===== src/rtl/iwm_pkg.sv =====
// Shared IWM constants: state encoding and bit-cell timing.
// Imported by the write serialiser and the rest of the IWM block.
package iwm_pkg;

  localparam int IWM_BIT_CELL_CLKS = 16;

  localparam logic [1:0] IWM_ST_IDLE     = 2'd0;
  localparam logic [1:0] IWM_ST_SHIFT    = 2'd1;
  localparam logic [1:0] IWM_ST_UNDERRUN = 2'd2;

  function automatic int iwm_cell_w(input int clks);
    return (clks > 1) ? $clog2(clks) : 1;
  endfunction

endpackage


===== src/rtl/iwm_write.sv =====
// IWM write serialiser: one-byte buffer feeding an 8-bit shifter.
// Each 1 bit toggles the flux line at the end of its bit cell.
module iwm_write
  import iwm_pkg::*;
#(
  parameter int BIT_CELL_CLKS = IWM_BIT_CELL_CLKS
) (
  input  logic       clk8,
  input  logic       reset,
  input  logic       wrMode,
  input  logic       dataLoad,
  input  logic [7:0] dataIn,
  output logic       _iwmBusy,
  output logic       _writeUnderrun,
  output logic       wrData,
  output logic       wrReq,
  output logic       bitStrobe
);

  localparam int CW = iwm_cell_w(BIT_CELL_CLKS);
  localparam logic [CW-1:0] CELL_MAX = CW'(BIT_CELL_CLKS - 1);

  logic [1:0]    state_q, state_d;
  logic          buf_full_q, buf_full_d;
  logic [7:0]    buf_q, buf_d;
  logic [7:0]    shift_q, shift_d;
  logic [CW-1:0] cell_q, cell_d;
  logic [2:0]    bit_q, bit_d;
  logic          wr_data_q, wr_data_d;
  logic          und_n_q, und_n_d;
  logic          strobe_q, strobe_d;
  logic          boundary;
  logic          load_ok;

  assign boundary = (state_q == IWM_ST_SHIFT) && (cell_q == '0);
  assign load_ok  = dataLoad && wrMode && (state_q != IWM_ST_UNDERRUN);

  always_comb begin
    state_d    = state_q;
    buf_full_d = buf_full_q;
    buf_d      = buf_q;
    shift_d    = shift_q;
    cell_d     = cell_q;
    bit_d      = bit_q;
    wr_data_d  = wr_data_q;
    und_n_d    = und_n_q;
    strobe_d   = 1'b0;

    if (!wrMode) begin
      state_d    = IWM_ST_IDLE;
      buf_full_d = 1'b0;
      und_n_d    = 1'b1;
    end else begin
      case (state_q)
        IWM_ST_IDLE: begin
          if (buf_full_q) begin
            shift_d    = buf_q;
            buf_full_d = 1'b0;
            cell_d     = CELL_MAX;
            bit_d      = 3'd0;
            state_d    = IWM_ST_SHIFT;
          end
        end
        IWM_ST_SHIFT: begin
          if (boundary) begin
            if (shift_q[7]) wr_data_d = ~wr_data_q;
            shift_d  = {shift_q[6:0], 1'b0};
            bit_d    = bit_q + 3'd1;
            cell_d   = CELL_MAX;
            strobe_d = 1'b1;
            // last cell of the byte: chain the buffer with no gap
            if (bit_q == 3'd7) begin
              if (buf_full_q) begin
                shift_d    = buf_q;
                buf_full_d = 1'b0;
              end else begin
                state_d = IWM_ST_UNDERRUN;
                und_n_d = 1'b0;
              end
            end
          end else begin
            cell_d = cell_q - CW'(1);
          end
        end
        default: ;
      endcase

      if (load_ok) begin
        buf_d      = dataIn;
        buf_full_d = 1'b1;
      end
    end
  end

  always_ff @(posedge clk8) begin
    if (reset) begin
      state_q    <= IWM_ST_IDLE;
      buf_full_q <= 1'b0;
      buf_q      <= 8'h00;
      shift_q    <= 8'h00;
      cell_q     <= '0;
      bit_q      <= 3'd0;
      wr_data_q  <= 1'b0;
      und_n_q    <= 1'b1;
      strobe_q   <= 1'b0;
    end else begin
      state_q    <= state_d;
      buf_full_q <= buf_full_d;
      buf_q      <= buf_d;
      shift_q    <= shift_d;
      cell_q     <= cell_d;
      bit_q      <= bit_d;
      wr_data_q  <= wr_data_d;
      und_n_q    <= und_n_d;
      strobe_q   <= strobe_d;
    end
  end

  assign _iwmBusy       = ~buf_full_q;
  assign _writeUnderrun = und_n_q;
  assign wrData         = wr_data_q;
  assign wrReq          = (state_q == IWM_ST_SHIFT);
  assign bitStrobe      = strobe_q;

endmodule

===== config.mk =====
export PLATFORM = sky130hd
export DESIGN_NAME = iwm_write
export DESIGN_NICKNAME = d
export VERILOG_FILES = /design/src/rtl/iwm_pkg.sv /design/src/rtl/iwm_write.sv
export SDC_FILE = /design/constraint.sdc
export NUM_CORES = 1
export LEC_CHECK = 0
export BUFFER_PORTS_ARGS = -buffer_cell sky130_fd_sc_hd__buf_2
export CAP_MARGIN = 30
export CORE_MARGIN = 3
export CORE_UTILIZATION = 55
export DETAILED_ROUTE_END_ITERATION = 12
export PLACE_DENSITY = 0.77
export SETUP_SLACK_MARGIN = 0.05
export SYNTH_ARGS = -nofsm -noshare
export SYNTH_HDL_FRONTEND = slang
export SYNTH_SLANG_ARGS = --single-unit

===== constraint.sdc =====
create_clock -name clk8 -period 3.2 [get_ports clk8]
set_clock_uncertainty 0.2 [all_clocks]
set_input_delay 0.64 -clock clk8 [delete_from_list [all_inputs] [get_ports clk8]]
set_output_delay 0.64 -clock clk8 [all_outputs]
set_load 0.02 [all_outputs]

== After elaboration in Yosys (flattened, before gate mapping) ==
Index checks and enable logic that the tools add are counted.

* Output and inout port bits: 5
* Memory bits (read-only): 0
* Latch bits: 0
* RAM bits: 0
* Logic and storage cells: 61
* Register bits: 29
* Memories: 0

* Shift operators: 0
* Equal/unequal tests: 9
* Order comparisons: 0
* $mul: 0
* Bitwise logic cells: 4
* Muxes and demuxes: 21
* Reduce and logical (&&, ||, !) cells: 16
* Add/sub/neg operators: 2
* Div/mod/pow operators: 0

{| class="wikitable"
|+ Operator list
! cell !! count
|-
| 8-bit 2-to-1 mux || 4
|-
| 8-bit case mux with 2 select lines || 1
|-
| 4-bit AND reduction || 3
|-
| 2-bit 2-to-1 mux || 4
|-
| 4-bit 2-to-1 mux || 2
|-
| 4-bit case mux with 2 select lines || 1
|-
| 3-bit 2-to-1 mux || 2
|-
| 2-bit inequality test (second input constant) || 3
|-
| 3-bit by 1-bit inequality test with 1-bit output (second input constant) || 2
|-
| 3-bit case mux with 2 select lines || 1
|-
| 3-bit AND reduction || 2
|-
| 5-bit AND reduction || 1
|-
| 4-bit zero test || 1
|-
| 1-bit 2-to-1 mux || 4
|-
| 2-bit by 1-bit inequality test with 1-bit output (second input constant) || 2
|-
| 1-bit inverter || 4
|-
| 2-bit case mux with 2 select lines || 1
|-
| 4-bit by 1-bit subtractor with 4-bit output (second input constant) || 1
|-
| 3-bit by 1-bit adder with 3-bit output (second input constant) || 1
|-
| 3-bit equality test (second input constant) || 1
|-
| 1-bit logical AND || 3
|-
| 3-bit nonzero test || 1
|-
| 3-bit OR reduction || 1
|-
| 2-bit by 1-bit equality test with 1-bit output (second input constant) || 1
|-
| other kinds (5) || 5
|}

== Logic depth before layout (Yosys ltp) ==
* Word-level depth: 5
* Gate-level depth with buffers: 8
* Depth with buffers taken out: 6

== Worst setup path after synthesis ==
No wires, ideal clock.

* Path type: reg-to-reg
* From: register cell_q[0]
* To: register shift_q[6]
* Required time: 2.912 ns
* Clock period less this slack: 2.273 ns
* Setup slack: 0.927 ns
* Arrival time: 1.985 ns
* Stages on the path, launching flop included: 9
* Cells stage by stage: dfxtp_1 inv_1 ha_1 or3b_1 buf_2 a2111oi_4 buf_6 nor2_1 a311oi_2

* Cells in the longest elaborated chain, start to end: 4

{| class="wikitable"
|+ RTL lines
! item !! line !! text
|-
| start: declaration || iwm_write.sv:27 || <nowiki>logic [CW-1:0] cell_q, cell_d;</nowiki>
|-
| start signal: assignment || iwm_write.sv:111 || <nowiki>cell_q <= cell_d;</nowiki>
|-
| 4-bit zero test || iwm_write.sv:35 || <nowiki>assign boundary = (state_q == IWM_ST_SHIFT) && (cell_q == '0);</nowiki>
|-
| 1-bit logical AND || iwm_write.sv:35 ||
|-
| 2-bit by 1-bit inequality test with 1-bit output (no source line) || - ||
|-
| 4-bit AND reduction (no source line) || - ||
|-
| end signal: assignment || iwm_write.sv:110 || <nowiki>shift_q <= shift_d;</nowiki>
|-
| end: declaration || iwm_write.sv:26 || <nowiki>logic [7:0] shift_q, shift_d;</nowiki>
|}

No other way between the ends.
A chain may end at the register's enable or synchronous reset.

== Worst setup path in the final report ==
* From: register cell_q[0]
* To: register shift_q[4]

The elaborated chain is that of the path after synthesis.

==> reports/qor.json <==
{
  "layout-drive-gt1-share_pct": 19.1,
  "hp-class": "reg2reg",
  "synth_async_sr_flop_share_pct": 0,
  "min_delay_path_depth": 2,
  "clk_transition_reported_paths_ns": 0.10,
  "insertedDiodeCount": 0,
  "worst_skew_pair.late_latency_ns": 0.33,
  "setup_repair_after_global_routing_missed_its_margin": "false",
  "synth_top_cell_by_area": "dfxtp_1",
  "flow.area_growth_from_synthesis_pct": 12.0,
  "finish.instance_area_mm2": 0.00142,
  "timing.setup.tns_ns": 0,
  "post_dp_cell_area_mm2": 0.00135,
  "netlist_top_cells_count": "dfxtp_1 (29), nor2_1 (20), nand2_1 (13)",
  "synth.top_cells.by_area": "dfxtp_1 (46%), mux2i_1 (6.3%), nor2_1 (5.9%)",
  "critPathMaxFanout": 19,
  "cts_tree": "built",
  "floorplan.initialDensity_pct": 61.5,
  "syn_nets": 155,
  "fmax_mhz": 425,
  "overflow": 0,
  "cp_cell_sequence": "inv_1 > ha_1 > or3b_1 > a2111oi_4 > buf_4 > nor2_1 > a311oi_1",
  "ctsRootBufferMaster": "clkbuf_4",
  "floorplan_die_area_mm2": 0.00292,
  "maxCapViolations": 0,
  "fin_worst_hold_slack_ns": 0.275,
  "report.final.setup_viol": 0,
  "avgViaCountPerCell": 5.64,
  "hold_buffers": 0,
  "globalplace.congestion": 0.794,
  "worst_path_largest_cell_delay_ns": 0.47,
  "cts.htree.levels": 2,
  "seq_area_frac_synth_pct": 45.8,
  "worst_hold_startpoint": "buf_q[2]",
  "maxSlewViolCount": 0,
  "cts_made_buffers": 5,
  "endpoint_kind": "flop",
  "syn-cell-area_mm2": 0.00127,
  "drt.antenna.violating_nets": 0,
  "ys.warnings.count": 0,
  "post_cts_resize_count": 0,
  "postSynth.topFlopCell": "dfxtp_1",
  "power-per-cell-area_mw_per_mm2": 491,
  "post-synth-top-area-fraction_pct": 45.8,
  "port_buffers": 16,
  "core_mm2": 0.00206,
  "timing.max_slew.rel_slack_pct": 56.5,
  "crit_start": "cell_q[0]",
  "drt_drc_violations_left": 0,
  "number_of_vias_in_the_routed_layout": 1038,
  "drt-pass1-iter-count": 4,
  "avgSynthCellArea_um2": 9.06,
  "initialDrtViolationCount": 19,
  "endpoints_failing_hold": 0,
  "crit_arrival_ns": 2.39,
  "synth.most_common_cell": "dfxtp_1",
  "io_pins": 17,
  "leakage_nw": 0.526,
  "status": "finished, final reports clean",
  "required_time_of_the_critical_path_ns": 3.23,
  "detail_placement_hpwl_mm": 1.74,
  "worstSetupPathType": "reg2reg",
  "placement_rows": 16,
  "syn_inst": 140,
  "synth_enable_flop_cells": 0,
  "chipHeight_um": 54.0,
  "floorplan.die.width_um": 54.0,
  "r2r_start": "cell_q[0]",
  "design.final.nets": 171,
  "postCtsSetupRepairBufs": 0,
  "wl_mm": 2.45,
  "wire_length_per_cell_um": 13.3,
  "synth.lib_cells_used.distinct": 31,
  "grt_start_max_net_pins": 27,
  "period_share_pct": 73.6,
  "worstMarginPinSlew_ns": 0.648,
  "reg2reg_depth": 7,
  "cts.sinks": 29,
  "crit_path_top_delay_cell": "or3b_1",
  "wire_length_of_the_first_global_routing_pass_mm": 4.13,
  "grt_pass1_vias": 980,
  "power_w": 0.000698,
  "antenna_found_initial": 0,
  "max-clock-path-buffers": 2,
  "startpoint_type_of_the_worst_setup_path": "flop",
  "peakVddDrop_mv": 0.339,
  "synth_seq_cells": 29,
  "grt_usage_pct": 20.4,
  "post-route-min-period_ns": 2.35
}
-- final timing paths --
| check | to | slack [ns] |
|---|---|---|
| max reg2reg | shift_q[4] | 0.85 |
| min reg2reg | shift_q[2] | 0.27 |
| max | shift_q[4] | 0.85 |
| min | shift_q[2] | 0.27 |
-- report_power, final --
| part | switching, W | leakage, nW | internal [W] | total (W) |
|---|---|---|---|---|
| logic | 0.0000367 | 0.249 | 0.0000262 | 0.0000629 |
| clock network | 0.000126 | 0.0413 | 0.000127 | 0.000253 |
| registers | 0.00000891 | 0.236 | 0.000374 | 0.000382 |
| total | 0.000171 | 0.526 | 0.000527 | 0.000698 |
-- sequential cells by signal, summed over array words and instances, names as in the netlist --
signal and count:
buf_q 8, shift_q 8, cell_q 4, bit_q 3
state_q 2, _writeUnderrun 1, bitStrobe 1, buf_full_q 1
wrData 1
-- metal layers --
metal / routed length (um) / up-vias / GRT usage, %
li1: - / 532 / -
met1: 1060 / 481 / 20.8
met2: 1230 / 22 / 36.3
met3: 135 / 3 / 8.31
met4: 24 / 0 / 8.71
met5: 0 / - / 0
-- cell type report --
| type | instances | area, um2 |
|---|---|---|
| Timing Repair Buffer | 17 | 87.6 |
| Clock inverter | 1 | 5.00 |
| Multi-Input combinational cell | 98 | 631 |
| Clock buffer | 7 | 65.1 |
| Inverter | 5 | 18.8 |
| Fill cell | 178 | 641 |
| Tap cell | 27 | 33.8 |
| Sequential cell | 29 | 581 |
-- logic make-up after synthesis --
kind of cell             after synthesis  share of synthesized area [%]
AND/OR/NAND/NOR                       59                           21.7
buffers and inverters                 13                           4.54
multiplexers                           8                           6.31
AO/OA/AOI/OAI                         27                           18.0
adder cells (fa/ha/maj)                3                           2.96
flip-flops                            29                           45.8
XOR/XNOR                               1                          0.690
-- layout by cell type (no fill, tap or decap), drive strengths merged, types with 5 or more instances in the layout --
| cell | synthesis | layout |
|---|---|---|
| clkbuf | 6 | 7 |
| buf | 2 | 17 |
| nand2 | 13 | 13 |
| dfxtp | 29 | 29 |
| a21oi | 7 | 7 |
| inv | 5 | 5 |
| nand2b | 9 | 9 |
| a311oi | 8 | 8 |
| mux2i | 8 | 8 |
| nand3 | 9 | 9 |
| nor2 | 20 | 20 |
-- worst max-delay path: cells and delay by family, from the launching register on --
family | cells | cell delay, ns
AOI/OAI and AO/OA | 2 | 0.62
adders and majority gates | 1 | 0.20
and+or+nand+nor | 2 | 0.53
buffers and inverters | 2 | 0.34
DFF | 1 | 0.36
-- metrics by stage --
| step | worst slack (ns) | cells | utilization (%) |
|---|---|---|---|
| 6_report | 0.846 | 184 | 68.9 |
| 3_5_place_dp | 0.879 | 176 | 65.5 |
| 4_1_cts | 0.847 | 184 | 68.9 |
| 5_1_grt | 0.703 | 184 | 68.9 |
| 2_1_floorplan | 0.927 | 140 | - |
| 3_3_place_gp | 1.00 | 176 | 65.5 |
Note: power is estimated with default switching activity, not from simulation.
